===== src/rtl/adder_arb_pkg.sv =====
// -----------------------------------------------------------------------------
// adder_arb_pkg
//   Shared types and helpers for the adder_arbiter block.
//   - state_t : sequencer states (2-bit encoding)
//   - rr_next : round-robin pointer increment with wrap at nreq-1
// -----------------------------------------------------------------------------
package adder_arb_pkg;

  typedef enum logic [1:0] {
    IDLE = 2'd0,
    BUSY = 2'd1,
    DONE = 2'd2
  } state_t;

  // Pointer after granting idx: the requester just served goes to the back
  // of the queue. Explicit compare instead of modulo so non-power-of-two
  // requester counts wrap correctly.
  function automatic int unsigned rr_next(input int unsigned idx,
                                          input int unsigned nreq);
    return (idx == nreq - 1) ? 0 : idx + 1;
  endfunction

endpackage


===== src/rtl/adder.sv =====
// -----------------------------------------------------------------------------
// adder
//   N-bit unsigned ripple-carry adder, purely combinational.
//   Ports:
//     a, b  in  N  operands
//     sum   out N  (a + b) mod 2^N
//     cout  out 1  carry out of bit N-1
// -----------------------------------------------------------------------------
module adder #(
  parameter int N = 4
) (
  input  logic [N-1:0] a,
  input  logic [N-1:0] b,
  output logic [N-1:0] sum,
  output logic         cout
);

  logic [N:0] c;

  always_comb begin
    c[0] = 1'b0;
    for (int i = 0; i < N; i++) begin
      sum[i]   = a[i] ^ b[i] ^ c[i];
      c[i+1]   = (a[i] & b[i]) | (c[i] & (a[i] ^ b[i]));
    end
    cout = c[N];
  end

endmodule


===== src/rtl/adder_arbiter_rr_arbiter.sv =====
// -----------------------------------------------------------------------------
// rr_arbiter
//   Combinational round-robin picker. Scans requesters starting at rr_ptr,
//   wrapping at NREQ-1, and grants the first valid one.
//   Ports:
//     req_valid  in  NREQ  per-requester valid
//     rr_ptr     in  IDW   highest-priority requester this cycle
//     grant      out NREQ  one-hot grant, zero when nothing is valid
//     grant_id   out IDW   encoded index of the granted requester
// -----------------------------------------------------------------------------
module rr_arbiter #(
  parameter int NREQ = 4,
  parameter int IDW  = 2
) (
  input  logic [NREQ-1:0] req_valid,
  input  logic [IDW-1:0]  rr_ptr,
  output logic [NREQ-1:0] grant,
  output logic [IDW-1:0]  grant_id
);

  localparam logic [IDW:0] NREQ_W = (IDW+1)'(NREQ);

  logic [IDW:0]   scan;
  logic [IDW-1:0] idx;
  logic           found;

  // NOTE: every output and temporary gets a default at the top of the block;
  // a path that leaves one unassigned would infer a latch.
  always_comb begin
    grant    = '0;
    grant_id = '0;
    found    = 1'b0;
    scan     = '0;
    idx      = '0;
    for (int k = 0; k < NREQ; k++) begin
      // One extra bit so rr_ptr + k cannot overflow before the wrap.
      scan = {1'b0, rr_ptr} + (IDW+1)'(k);
      if (scan >= NREQ_W) scan = scan - NREQ_W;
      idx = scan[IDW-1:0];
      if (!found && req_valid[idx]) begin
        found         = 1'b1;
        grant[idx]    = 1'b1;
        grant_id      = idx;
      end
    end
  end

endmodule


===== src/rtl/adder_arbiter.sv =====
// -----------------------------------------------------------------------------
// adder_arbiter
//   Shares one N-bit ripple adder among NREQ requesters. Round-robin grant,
//   valid/ready on both sides, one registered result tagged with the id of
//   the requester that produced it. One operation per three cycles at best:
//   IDLE (grant + capture) -> BUSY (add + register) -> DONE (hold result).
//
//   Ports:
//     clk        in   1       rising-edge clock
//     rst        in   1       asynchronous reset, active-high
//     req_valid  in   NREQ    per-requester operand valid
//     req_a      in   NREQ*N  operand a, requester i at [i*N +: N]
//     req_b      in   NREQ*N  operand b, same packing
//     req_ready  out  NREQ    one-hot-or-zero accept, only in IDLE
//     res_valid  out  1       result valid (state DONE)
//     res_ready  in   1       result consumer ready
//     res_sum    out  N       registered sum
//     res_carry  out  1       registered carry-out
//     res_id     out  IDW     requester that produced the result
//
//   Build option ADDER_ARB_SAT_EN: when defined, an overflowing sum
//   saturates to all ones (res_carry still reports the overflow). When
//   undefined the sum wraps. Timing is identical in both builds.
// -----------------------------------------------------------------------------
module adder_arbiter
  import adder_arb_pkg::*;
#(
  parameter  int N    = 4,
  parameter  int NREQ = 4,
  localparam int IDW  = $clog2(NREQ)
) (
  input  logic              clk,
  input  logic              rst,
  input  logic [NREQ-1:0]   req_valid,
  input  logic [NREQ*N-1:0] req_a,
  input  logic [NREQ*N-1:0] req_b,
  output logic [NREQ-1:0]   req_ready,
  output logic              res_valid,
  input  logic              res_ready,
  output logic [N-1:0]      res_sum,
  output logic              res_carry,
  output logic [IDW-1:0]    res_id
);

  state_t         state, state_nx;
  logic [IDW-1:0] rr_ptr;
  logic [N-1:0]   a_q, b_q;
  logic [IDW-1:0] id_q;

  logic [NREQ-1:0] grant;
  logic [IDW-1:0]  grant_id;
  logic            req_hs;
  logic [N-1:0]    add_sum;
  logic            add_cout;
  logic [N-1:0]    sum_final;

  rr_arbiter #(
    .NREQ (NREQ),
    .IDW  (IDW)
  ) u_rr_arbiter (
    .req_valid (req_valid),
    .rr_ptr    (rr_ptr),
    .grant     (grant),
    .grant_id  (grant_id)
  );

  adder #(
    .N (N)
  ) u_adder (
    .a    (a_q),
    .b    (b_q),
    .sum  (add_sum),
    .cout (add_cout)
  );

  always_comb begin
`ifdef ADDER_ARB_SAT_EN
    sum_final = add_cout ? {N{1'b1}} : add_sum;
`else
    sum_final = add_sum;
`endif
  end

  // Grant is only visible in IDLE. It is also masked by rst so that no
  // requester sees an accept while the block is held in reset.
  always_comb begin
    state_nx  = state;
    req_ready = '0;
    case (state)
      IDLE: begin
        if (!rst) req_ready = grant;
        if (|(req_valid & req_ready)) state_nx = BUSY;
      end
      BUSY:    state_nx = DONE;
      DONE:    if (res_ready) state_nx = IDLE;
      default: state_nx = IDLE;
    endcase
  end

  assign req_hs    = (state == IDLE) && (|(req_valid & req_ready));
  assign res_valid = (state == DONE);

  // NOTE: sequential state uses non-blocking assignments only, so every
  // register samples pre-edge values regardless of statement order.
  always_ff @(posedge clk or posedge rst) begin
    if (rst) begin
      state     <= IDLE;
      rr_ptr    <= '0;
      a_q       <= '0;
      b_q       <= '0;
      id_q      <= '0;
      res_sum   <= '0;
      res_carry <= 1'b0;
      res_id    <= '0;
    end else begin
      state <= state_nx;
      if (req_hs) begin
        a_q    <= req_a[grant_id*N +: N];
        b_q    <= req_b[grant_id*N +: N];
        id_q   <= grant_id;
        rr_ptr <= IDW'(rr_next(32'(grant_id), NREQ));
      end
      if (state == BUSY) begin
        res_sum   <= sum_final;
        res_carry <= add_cout;
        res_id    <= id_q;
      end
    end
  end

endmodule

===== config.mk =====
export PLATFORM = sky130hd
export DESIGN_NAME = adder_arbiter
export DESIGN_NICKNAME = d
export VERILOG_FILES = /design/src/rtl/adder_arb_pkg.sv /design/src/rtl/adder.sv /design/src/rtl/adder_arbiter_rr_arbiter.sv /design/src/rtl/adder_arbiter.sv
export SDC_FILE = /design/constraint.sdc
export NUM_CORES = 1
export LEC_CHECK = 0
export CORE_ASPECT_RATIO = 0.7
export CORE_UTILIZATION = 48
export DETAILED_ROUTE_END_ITERATION = 7
export PLACE_DENSITY = 0.89
export SETUP_SLACK_MARGIN = 0.1
export SKIP_LAST_GASP = 1
export SYNTH_ARGS = -nofsm -noshare
export SYNTH_HDL_FRONTEND = slang
export SYNTH_SLANG_ARGS = --single-unit

===== constraint.sdc =====
create_clock -name clk -period 4.4 [get_ports clk]
set_clock_uncertainty 0.1 [all_clocks]
set_input_delay 0.88 -clock clk [delete_from_list [all_inputs] [get_ports clk]]
set_output_delay 0.88 -clock clk [all_outputs]
set_load 0.02 [all_outputs]

== Word level (Yosys, flattened, before mapping) ==
Cells that the tools add are included.

* $lt $le $gt $ge: 12
* Multipliers: 0
* Bitwise operators: 22
* Mux-type cells: 38
* $add $sub $neg: 8
* Reduce and logical (&&, ||, !) cells: 15
* Eq/ne operators: 5
* Div/mod/pow operators: 0
* Shifts and indexed selects: 2

{| class="wikitable"
|+ Operators with widths
! kind !! number
|-
| variable part select 16 x 5 -> 4 bit || 2
|-
| 2-to-1 mux 4 bit || 7
|-
| 2-to-1 mux 2 bit || 11
|-
| < comparator 2 x 3 -> 1 bit, second input constant || 4
|-
| bitwise OR 4 bit || 3
|-
| 2-to-1 mux 1 bit || 11
|-
| >= comparator 3 bit, second input constant || 3
|-
| AND 4 bit || 2
|-
| binary-select mux 1 bit (select 2 bit) || 4
|-
| demux 1 bit (select 2 bit) || 4
|-
| >= comparator 2 x 1 -> 1 bit, second input constant || 4
|-
| logical AND 1 bit || 8
|-
| OR reduction 4 bit || 2
|-
| subtractor 2 x 1 -> 2 bit, second input constant || 4
|-
| AND 1 bit || 7
|-
| bitwise XOR 1 bit || 7
|-
| adder 2 x 2 -> 3 bit, second input constant || 2
|-
| one-hot mux 2 bit (3 select lines) || 1
|-
| == test 2 bit, second input constant || 2
|-
| adder 2 x 1 -> 3 bit, second input constant || 1
|-
| >= comparator 2 x 3 -> 1 bit, second input constant || 1
|-
| logical NOT 1 bit || 3
|-
| bitwise OR 1 bit || 3
|-
| adder 2 x 1 -> 2 bit, second input constant || 1
|-
| 5 further kinds || 5
|}

* Memories kept: 0
* Register bits: 21
* Bits in latches: 0
* Memory bits (writable): 0
* Input port bits: 39
* Logic and storage cells: 110
* ROM bits: 0

== Longest topological paths before layout ==
Gate-level depths: netlist (run 1).

* Word-level depth: 20
* Depth in mapped cells: 12
* Mapped depth without buffers: 8

== Cells and area by module ==
From an unflattened synthesis (run 1), not the netlist that was laid out.

* Cell total of the unflattened synthesis: 129
* Area, all modules: 1660.3 µm²

{| class="wikitable"
|+ By module, submodules not included
! module !! cells an instance !! area an instance (µm²) !! times used
|-
| adder_arbiter || 67 || 1111.1 || 1
|-
| rr_arbiter || 48 || 439.2 || 1
|-
| adder || 14 || 110.1 || 1
|}

== Least setup slack after synthesis (run 1) ==
Ideal clock, no wire load.

* Path kind: flip-flop to output port
* Start point: reg with a tool-made name
* End point: out req_ready[2]
* Required time: 3.420 ns
* Path slack: 0.922 ns
* Stages on the path, launching flop included: 8
* Data arrival time: 2.498 ns
* Path through: dfrtp_1 -> inv_1 -> ha_1 -> buf_2 -> or3b_2 -> a2111o_1 -> a21bo_2 -> a21oi_1

{| class="wikitable"
|+ RTL lines
! element !! RTL line !! text
|-
| to (decl) || adder_arbiter.sv:37 || <nowiki>output logic [NREQ-1:0] req_ready,</nowiki>
|}

== Worst setup path in the final report (run 1) ==
* Start point: in req_valid[1]
* End point: out req_ready[1]

* Cells in the longest elaborated chain, start to end: 15

{| class="wikitable"
|+ Ends and longest elaborated chain
! element !! RTL line !! text
|-
| from (decl) || adder_arbiter.sv:34 || <nowiki>input logic [NREQ-1:0] req_valid,</nowiki>
|-
| binary-select mux 1 bit (select 2 bit) || adder_arbiter_rr_arbiter.sv:40 || <nowiki>if (!found && req_valid[idx]) begin</nowiki>
|-
| 2-to-1 mux 1 bit (implied by the code) || adder_arbiter_rr_arbiter.sv:40 ||
|-
| 2-to-1 mux 1 bit || adder_arbiter_rr_arbiter.sv:40 ||
|-
| logical NOT 1 bit || adder_arbiter_rr_arbiter.sv:40 ||
|-
| logical AND 1 bit || adder_arbiter_rr_arbiter.sv:40 ||
|-
| 2-to-1 mux 1 bit || adder_arbiter_rr_arbiter.sv:40 ||
|-
| logical NOT 1 bit || adder_arbiter_rr_arbiter.sv:40 ||
|-
| logical AND 1 bit || adder_arbiter_rr_arbiter.sv:40 ||
|-
| 2-to-1 mux 1 bit || adder_arbiter_rr_arbiter.sv:40 ||
|-
| logical NOT 1 bit || adder_arbiter_rr_arbiter.sv:40 ||
|-
| logical AND 1 bit || adder_arbiter_rr_arbiter.sv:40 ||
|-
| 2-to-1 mux 4 bit (*) || adder_arbiter_rr_arbiter.sv:40 ||
|-
| 2-to-1 mux 4 bit (*) || adder_arbiter.sv:91 || <nowiki>if (!rst) req_ready = grant;</nowiki>
|-
| 2-to-1 mux 4 bit (*) (2 in series) || adder_arbiter.sv:89 || <nowiki>case (state)</nowiki>
|}

Mark *: on every way between the ends. The rest lies on a longest branch, timed or not. The select of a mux whose other input is x is not followed.

==> impl_summary.md, run 1 <==
Clock tree
The CTS H-tree depth is 1. No sink is reached through more buffers than the 2 on the longest clock path. The later pin in the worst-skew pair is clocked with a latency of 0.26 ns. The clock slew at the register clock pins of the worst setup and hold paths is about 0.080 ns. The TritonCTS clock tree is built. The sink count of the clock tree is 21.

Post-CTS timing repair inserted 0 buffers for setup. The number of hold buffers added after CTS is 0. In this run, CTS created clock tree buffers numbering 3. The tree is rooted in a sky130_fd_sc_hd__clkbuf_8.

STA
The relative slew slack is a little over two fifths. For the pin with the worst max-slew slack, the measured transition is about 0.85 ns. The total of endpoints with negative setup slack in the final report is 0. The highest attainable clock frequency is 241 MHz. The number of hold-slack violations in the final timing report is 0. Setup repair after global routing could not meet its margin everywhere. For the final routed database, the setup TNS stands at 0 ns. Counting I/O delays and the setup requirement, the final critical path takes between 4 and 5 ns. Of the available clock period, the critical path in the final layout requires 94.3%.

The number of max-slew violations in the final report is 0.

Power and ir drop
The power spent charging and discharging nets is 0.703 mW. The power share of the clock group is 8.1%. Net switching is 43.8% of the power. The part of the power in registers is 21.5%. The combinational group share of total power is between 70% and 80%. The design draws roughly 1.6 mW.

Cell internal power was estimated by the tool at ~0.90 mW. In this run the static leakage power is 1.13 nW. IR analysis of the VDD net gives a maximum drop of roughly 0.00036 V. The ratio of total power to cell area is 662 nW/um2.

GRT
For this run, the total global-route usage over all layers was measured as 23.0%. The number of antenna violations at the first check in global routing is 0. The via count of the first global-routing pass was between 1000 and 1500.

The sum of overflow across all layers after global routing is 0. The maximum number of pins on one net before global-route repair is 22. The first global-routing pass estimated 6680 um of wire.

Yosys
The fraction of synthesis flops using an asynchronous set or reset pin is 100%. The synthesized netlist net count is 231. The synthesized design contains 0 enable-type register cells.

The share of the Yosys chip area taken by registers is 29.0%. Averaged over all synthesized cells, the footprint is 10.1 um2. In the synthesized netlist the dominant register cell turns out to be sky130_fd_sc_hd__dfrtp_1.

The cell count after synthesis came out at 180. The number of distinct library cells after synthesis is 47. After synthesis the netlist holds a flip-flop and latch count of 21. The synthesized netlist occupies a cell area of 1810 um2.

The Yosys step of the flow raised 0 warnings.

Finish
The final-stage net count is 281. The share of cells above drive strength 1 is 15.7%. The final design utilization is between 60% and 70%.

The area added between synthesis and finish is 33.8%. The number of antenna diodes in the final layout is 0. The number of standard cells in the layout, taps in and fillers out is 279.

Detailed routing
The average wire per cell in the routed design is 15.0 um. Detailed routing inserted a total of approximately 1500 vias. For this run, design rule violations remaining after detail routing come to 0. The first detailed-routing pass took 5 iterations. Wires add up to 4180 um.

The remaining antenna violation count after routing is 0. The per-cell via count in the routed design is 5.54. The initial detailed-routing violation count is 150.

Setup path
The worst setup path is captured at an output port. The worst path arrival time is 3.17 ns. The flop-to-flop setup slack is 1.18 ns. The critical path is of the primary input to output port type. The worst setup path is launched from a primary input. Along the worst path, the maximum fanout reaches 10. Data on the critical path is required at its endpoint by 3.42 ns.

Floorplanning
The standard cell core area is 3560 um2. The y dimension of the die is 53.4 um. The cell row count is 18. From left edge to right edge, the die measures 75.5 um. For this configuration, the core starts out at a cell density of 50.9%. The floorplan step defined a die boundary enclosing 4030 um2. The I/O pin total is 51.

Placement
In this run, placement finished with an instance count of 275. The post-DP HPWL is 3300 um. The final RePlAce weighted congestion is ~0.86. The number of input and output port buffers inserted is 50.

Outcome
The flow ran to the end, and the final reports show no timing, DRC or antenna violations.

Worst hold path
In this run the worst hold path is classified as register to register.

Flow run
Across the run, the number of max-cap violations was 0.
==> what timing repair did <==
item,in CTS,in global routing
endpoints found under the hold margin,0,0
setup endpoints to repair,0,4
gates resized for setup,0,4
==> metal layers <==
layer  GRT usage, %  vias to the layer above  wire length, um
met5              0                        -                0
met4           5.25                        0               25
met3           5.14                        4              260
met2           37.4                       69             1910
met1           31.1                      724             1980
li1               -                      749                -
==> worst max-delay path, cell delays in order <==
cell                              delay (ns)
sky130_fd_sc_hd__clkdlybuf4s50_1        0.59
sky130_fd_sc_hd__mux4_2                 0.63
sky130_fd_sc_hd__a21oi_1                0.17
sky130_fd_sc_hd__a32oi_1                0.16
sky130_fd_sc_hd__a21oi_1                0.15
sky130_fd_sc_hd__nor2_1                 0.05
sky130_fd_sc_hd__clkdlybuf4s50_1        0.53
==> placed cells by master (no fill, tap or decap), types with 3 or more instances in the layout <==
cell and n:
sky130_fd_sc_hd__fa_1 3, sky130_fd_sc_hd__mux2i_1 29, sky130_fd_sc_hd__clkdlybuf4s50_1 47, sky130_fd_sc_hd__o21ai_0 6
sky130_fd_sc_hd__buf_4 8, sky130_fd_sc_hd__clkbuf_8 3, sky130_fd_sc_hd__inv_1 17, sky130_fd_sc_hd__dfrtp_1 21
sky130_fd_sc_hd__dlymetal6s2s_1 3, sky130_fd_sc_hd__ha_1 9, sky130_fd_sc_hd__mux2_2 13, sky130_fd_sc_hd__a21oi_1 9
sky130_fd_sc_hd__nor2_1 3, sky130_fd_sc_hd__nand2_1 8, sky130_fd_sc_hd__nand4_1 6
==> synth_stat cells (2+ instances only) <==
library cell / count / area (um2)
sky130_fd_sc_hd__nand3_1: 2 / 10.0
sky130_fd_sc_hd__mux4_2: 2 / 45.0
sky130_fd_sc_hd__nand2_1: 8 / 30.0
sky130_fd_sc_hd__buf_2: 6 / 30.0
sky130_fd_sc_hd__clkbuf_1: 3 / 11.3
sky130_fd_sc_hd__fa_1: 3 / 60.1
sky130_fd_sc_hd__a32oi_1: 2 / 17.5
sky130_fd_sc_hd__a21oi_1: 9 / 45.0
sky130_fd_sc_hd__mux2_2: 13 / 146
sky130_fd_sc_hd__inv_1: 17 / 63.8
sky130_fd_sc_hd__mux2_4: 2 / 30.0
sky130_fd_sc_hd__nor3_1: 3 / 15.0
sky130_fd_sc_hd__buf_6: 2 / 22.5
sky130_fd_sc_hd__nor2_1: 3 / 11.3
sky130_fd_sc_hd__o22a_1: 2 / 17.5
sky130_fd_sc_hd__nand4_1: 6 / 37.5
sky130_fd_sc_hd__ha_1: 9 / 113
sky130_fd_sc_hd__nor2b_1: 2 / 12.5
sky130_fd_sc_hd__o21ai_0: 7 / 35.0
sky130_fd_sc_hd__nand2b_1: 2 / 12.5
sky130_fd_sc_hd__dfrtp_1: 21 / 526
sky130_fd_sc_hd__a32o_1: 2 / 20.0
sky130_fd_sc_hd__mux2i_1: 29 / 290
sky130_fd_sc_hd__buf_1: 2 / 7.51
==> final timing paths <==
| check | endpoint | startpoint | depth (start not counted) |
|---|---|---|---|
| max | req_ready[1] | req_valid[1] | 7 |
| min | res_sum[3]$_DFFE_PP0N_ | res_sum[3]$_DFFE_PP0N_ | 2 |
| max reg2reg | a_q[1]$_DFFE_PP0P_ | rr_ptr[1]$_DFFE_PP0P_ | 9 |
| min reg2reg | res_sum[3]$_DFFE_PP0N_ | res_sum[3]$_DFFE_PP0N_ | 2 |
| max in group asynchronous | a_q[3]$_DFFE_PP0P_ | rst | 2 |
| min in group asynchronous | state[1]$_DFFE_PP0P_ | rst | 2 |
==> cell type report <==
class	instances	area, um2
Clock inverter	1	7.51
Inverter	17	63.8
Clock buffer	3	41.3
Fill cell	289	1130
Sequential cell	21	526
Multi-Input combinational cell	129	1160
Timing Repair Buffer	58	568
Tap cell	50	62.6
==> state kept, by name, indices dropped and copies added, names as in the netlist, named ones only <==
register / flops
a_q: 4
b_q: 4
res_sum: 4
id_q: 2
res_id: 2
state: 2
res_carry: 1
rr_ptr: 1
==> cell families (layout without fill, tap and decap cells) <==
kind of cell	count (synthesis)	in the layout	synth area share, %
AO/OA/AOI/OAI	34	34	14.1
adder cells (fa/ha/maj)	12	12	9.52
flip-flops	21	21	29.0
AND/OR/NAND/NOR	36	36	11.3
multiplexers	46	46	28.2
buffers and inverters	30	79	7.45
XOR/XNOR	1	1	0.483
==> power groups by stage <==
stage | clock network (mW) | logic [mW] | registers [mW]
2_1_floorplan | 0 | 0.779 | 0.386
3_3_place_gp | 0 | 1.09 | 0.343
3_5_place_dp | 0 | 1.13 | 0.350
4_1_cts | 0.131 | 1.13 | 0.347
5_1_grt | 0.139 | 1.25 | 0.360
6_report | 0.130 | 1.13 | 0.346
==> metrics by stage <==
| stage | instance area, um2 | hold WS, ns | worst slack (ns) |
|---|---|---|---|
| final | 2430 | 0.397 | 0.249 |
| after global routing | 2430 | 0.440 | 0.0879 |
| after CTS | 2420 | 0.403 | 0.207 |
| after detailed placement | 2370 | 0.377 | 0.219 |
| after global placement | 2370 | 0.368 | 0.242 |
| after floorplan | 1810 | 0.377 | 0.922 |
(Power assumes the default switching activity.)
==> run 2, diff against run 1 <==
Settings changed: GPL_TIMING_DRIVEN set to 0.
==> run 2 against run 1 <==
Non-clock buffer count is 4 higher. Register-to-register slack worse by 0.22 ns. Worst hold slack got worse by 0.0027 ns. Via count up 1.7%. Critical path depth is the same. Maximum frequency grew 0.13%. Critical endpoint is now req_ready[2]. Final cell count up 1.4%. Routed wire length fell by 0.57%. Die area did not move. Core utilization fell by 0.42 points. Global-route usage grew 0.36 points.
==> impl_summary.md, run 2 (synthesis gave the netlist of run 1 again) <==
Power and ir drop
The power spent charging and discharging nets was 0.702 mW (-0.15%). The peak supply drop is 0.000343 V (-4.7%). The ratio of total power to cell area is 666 nW/um2 (+0.57%).

The leakage power figure was 1.09 nW (-3.2%). The power share of the clock group is 7.6% (-0.5 points). The switching fraction of total power was 43.7% (about the same).

The part of the power in registers came to 22.6% (+1.1 points). The internal power summed over all cells was 0.903 mW (about the same). The total power of the final layout is 1.60 mW (about the same). The combinational group share of total power came to 69.8% (-0.6 points).

GRT
The sum of overflow across all layers after global routing is 0 (unchanged). The wire length of the first global-routing pass is 6780 um (+1.5%). The number of antenna violations at the first check in global routing is 0 (unchanged). The via count of the first global-routing pass is 1471 (+3.4%). The total routing usage reported by global routing is 23.3% (+0.36 points). The maximum number of pins on one net before global-route repair is 22 (unchanged).

Placement
The pre-CTS worst setup slack is 0.0106 ns (-0.208 ns). The final RePlAce weighted congestion was 0.871 (+0.81%). The total placed instance area came to 2370 um2 (-0.16%).

The post-DP HPWL is 3320 um (+0.86%). The number of input and output port buffers inserted is 49 (-2.0%).

Finish
In the final layout, the registers with the most flip-flops are a_q (4), b_q (4), res_sum (4). The final-stage net count is 285 (+1.4%). The share of cells above drive strength 1 came to 15.5% (-0.27 points). Leaving out fill and tap cells, the most frequent cells in the layout are 45 x sky130_fd_sc_hd__clkdlybuf4s50_1, 28 x sky130_fd_sc_hd__mux2i_1, 20 x sky130_fd_sc_hd__dfrtp_1. Compared with the post-synthesis result, the final layout area differs by 33.0%. The count of fill cells added during filler insertion was 301 (+4.2%). The summed area of non-filler cells in the final layout came to 2410 um2 (-0.62%). The leading cell type in the layout, fill and taps excluded is sky130_fd_sc_hd__clkdlybuf4s50_1. The final antenna diode count was 0 (unchanged).

Setup path
The slowest stage cell on the critical path is sky130_fd_sc_hd__or3b_2. The endpoint kind of the worst setup timing path is an output port. The worst setup path category is primary input to output port.

The required time reported for the critical path endpoint is 3.42 ns (about the same). The delay of the slowest critical-path stage is 0.51 ns (-0.12 ns). The worst path arrival time came to 3.17 ns (about the same).

The worst setup path is launched from a primary input. The signal on the critical path passes through clkdlybuf4s50_1 > clkbuf_1 > or3b_2 > a2111o_1 > a21bo_2 > a21oi_1 > dlygate4sd2_1. The largest driver fanout on the critical path is 10 (unchanged).

Clock tree
The clock latency on the worst-skew pair is 0.25 ns (about the same). TritonCTS built the clock tree. The clock slew at the register clock pins of the worst setup and hold paths is 0.07 ns (about the same). The post-CTS setup-driven buffer insertion count is 0 (unchanged). The sink count of the clock tree is 21 (unchanged). The clock tree buffer depth is 2 (unchanged). The clock tree root driver cell is sky130_fd_sc_hd__clkbuf_8. The number of buffers added by the clock tree synthesis step is 3 (unchanged). The CTS H-tree depth came to 1 (unchanged). The number of hold buffers added after CTS is 0 (unchanged).

STA
The worst setup slack after layout is 0.254 ns (+0.00541 ns). The total of endpoints with negative setup slack in the final report is 0 (unchanged). The highest attainable clock frequency came to 241 MHz (+0.13%).

The relative slew slack was 47.6% (+4.8 points). The period utilization came to 94.2% (-0.12 points). The transition time at the pin with the least slew margin is 0.784 ns (-0.0683 ns). The accumulated negative setup slack is 0 ns (unchanged).

Setup repair after global routing left no endpoint under its margin. The number of hold-slack violations in the final timing report is 0 (unchanged). The final period demand of the worst path is 4.15 ns (-0.00541 ns). The number of max-slew violations in the final report is 0 (unchanged).

Detailed routing
The total detailed-routing wirelength is 4150 um (-0.57%). The initial detailed-routing violation count is 101 (-33%). The average wire per cell in the routed design came to 14.7 um (-2.0%). The remaining antenna violation count after routing is 0 (unchanged). The per-cell via count in the routed design is 5.56 (+0.31%).

The number of search-and-repair iterations in the first detailed-routing pass is 4 (-1). The DRC violations left came to 0 (unchanged). The vias after detailed routing came to 1573 (+1.7%).

Floorplanning
The I/O pin total is 51 (unchanged). The starting density of the core came to 50.9% (unchanged). The cell row count was 18 (unchanged).

The area enclosed by the die boundary is 4030 um2 (unchanged). The y dimension of the die is 53.4 um (unchanged). The standard cell core area is 3560 um2 (unchanged). The die width is 75.5 um (unchanged).

Worst hold path
The worst hold-check path type is register to register.

Outcome
The flow ran to the end, and the final reports show no timing, DRC or antenna violations.

Flow run
The max capacitance violation total was 0 (unchanged).
run 2: cell types whose count changed in the layout (fill, tap and decap cells not counted), moves of 2 or more:
cell / change
sky130_fd_sc_hd__dlygate4sd2_1: +4
sky130_fd_sc_hd__clkbuf_1: +4
sky130_fd_sc_hd__buf_6: +2
sky130_fd_sc_hd__buf_4: -8
sky130_fd_sc_hd__buf_2: +6
sky130_fd_sc_hd__clkdlybuf4s50_1: -2
sky130_fd_sc_hd__buf_1: +2
sky130_fd_sc_hd__dlymetal6s2s_1: -3
run 2: layout make-up:
class                   count  area (um2)  share of cell area (%)
multi-input cells         129        1160                    48.0
flip-flops and latches     21         527                    21.8
repair buffers             49         485                    20.1
plain buffers              13        71.3                    2.96
inverters                  17        63.8                    2.65
well taps                  50        62.6                    2.59
clock buffers               4        45.0                    1.87
run 2: worst paths after layout:
path                                  startpoint                          to  slack [ns]  cells after the start
hold / removal             res_id[0]$_DFFE_PP0N_       res_id[0]$_DFFE_PP0N_        0.39                      2
min in group asynchronous                    rst          a_q[1]$_DFFE_PP0P_        1.04                      2
hold reg to reg            res_id[0]$_DFFE_PP0N_       res_id[0]$_DFFE_PP0N_        0.39                      2
setup reg to reg           rr_ptr[1]$_DFFE_PP0P_          a_q[2]$_DFFE_PP0P_        0.96                     11
max in group asynchronous                    rst  asynchronous set/reset pin        2.62                      2
setup / recovery                    req_valid[0]                req_ready[2]        0.25                      7
run 2: metrics by stage:
| stage | util, % | instances | hold slack [ns] |
|---|---|---|---|
| 2_1_floorplan | - | 180 | 0.377 |
| 3_3_place_gp | 66.5 | 279 | 0.369 |
| 3_5_place_dp | 66.5 | 279 | 0.374 |
| 4_1_cts | 67.6 | 283 | 0.390 |
| 5_1_grt | 67.8 | 283 | 0.415 |
| 6_report | 67.8 | 283 | 0.394 |
run 2: repair_timing:
item / 4_1_cts / 5_1_grt
gates cloned: 0 / 0
resized for setup: 4 / 2
setup endpoints to repair: 4 / 1
run 2: worst max-delay path: cells and delay by family:
kind,cells,cell delay [ns]
AO/OA/AOI/OAI,3,0.75
buffers and inverters,3,1.01
AND/OR/NAND/NOR,1,0.51
run 2: metal layers:
metal / GRT usage (%) / share of wire, %
met2: 37.5 / 47
met1: 33.1 / 48
met5: 0 / 0
met4: 3.40 / 0.60
met3: 4.57 / 5.0
run 2: power groups by stage:
stage	sequential (mW)	combinational, mW	clock (mW)
detailed placement	0.364	1.13	0
global placement	0.361	1.08	0
global route	0.376	1.24	0.133
CTS	0.363	1.12	0.123
floorplan	0.386	0.779	0
finish	0.363	1.12	0.122
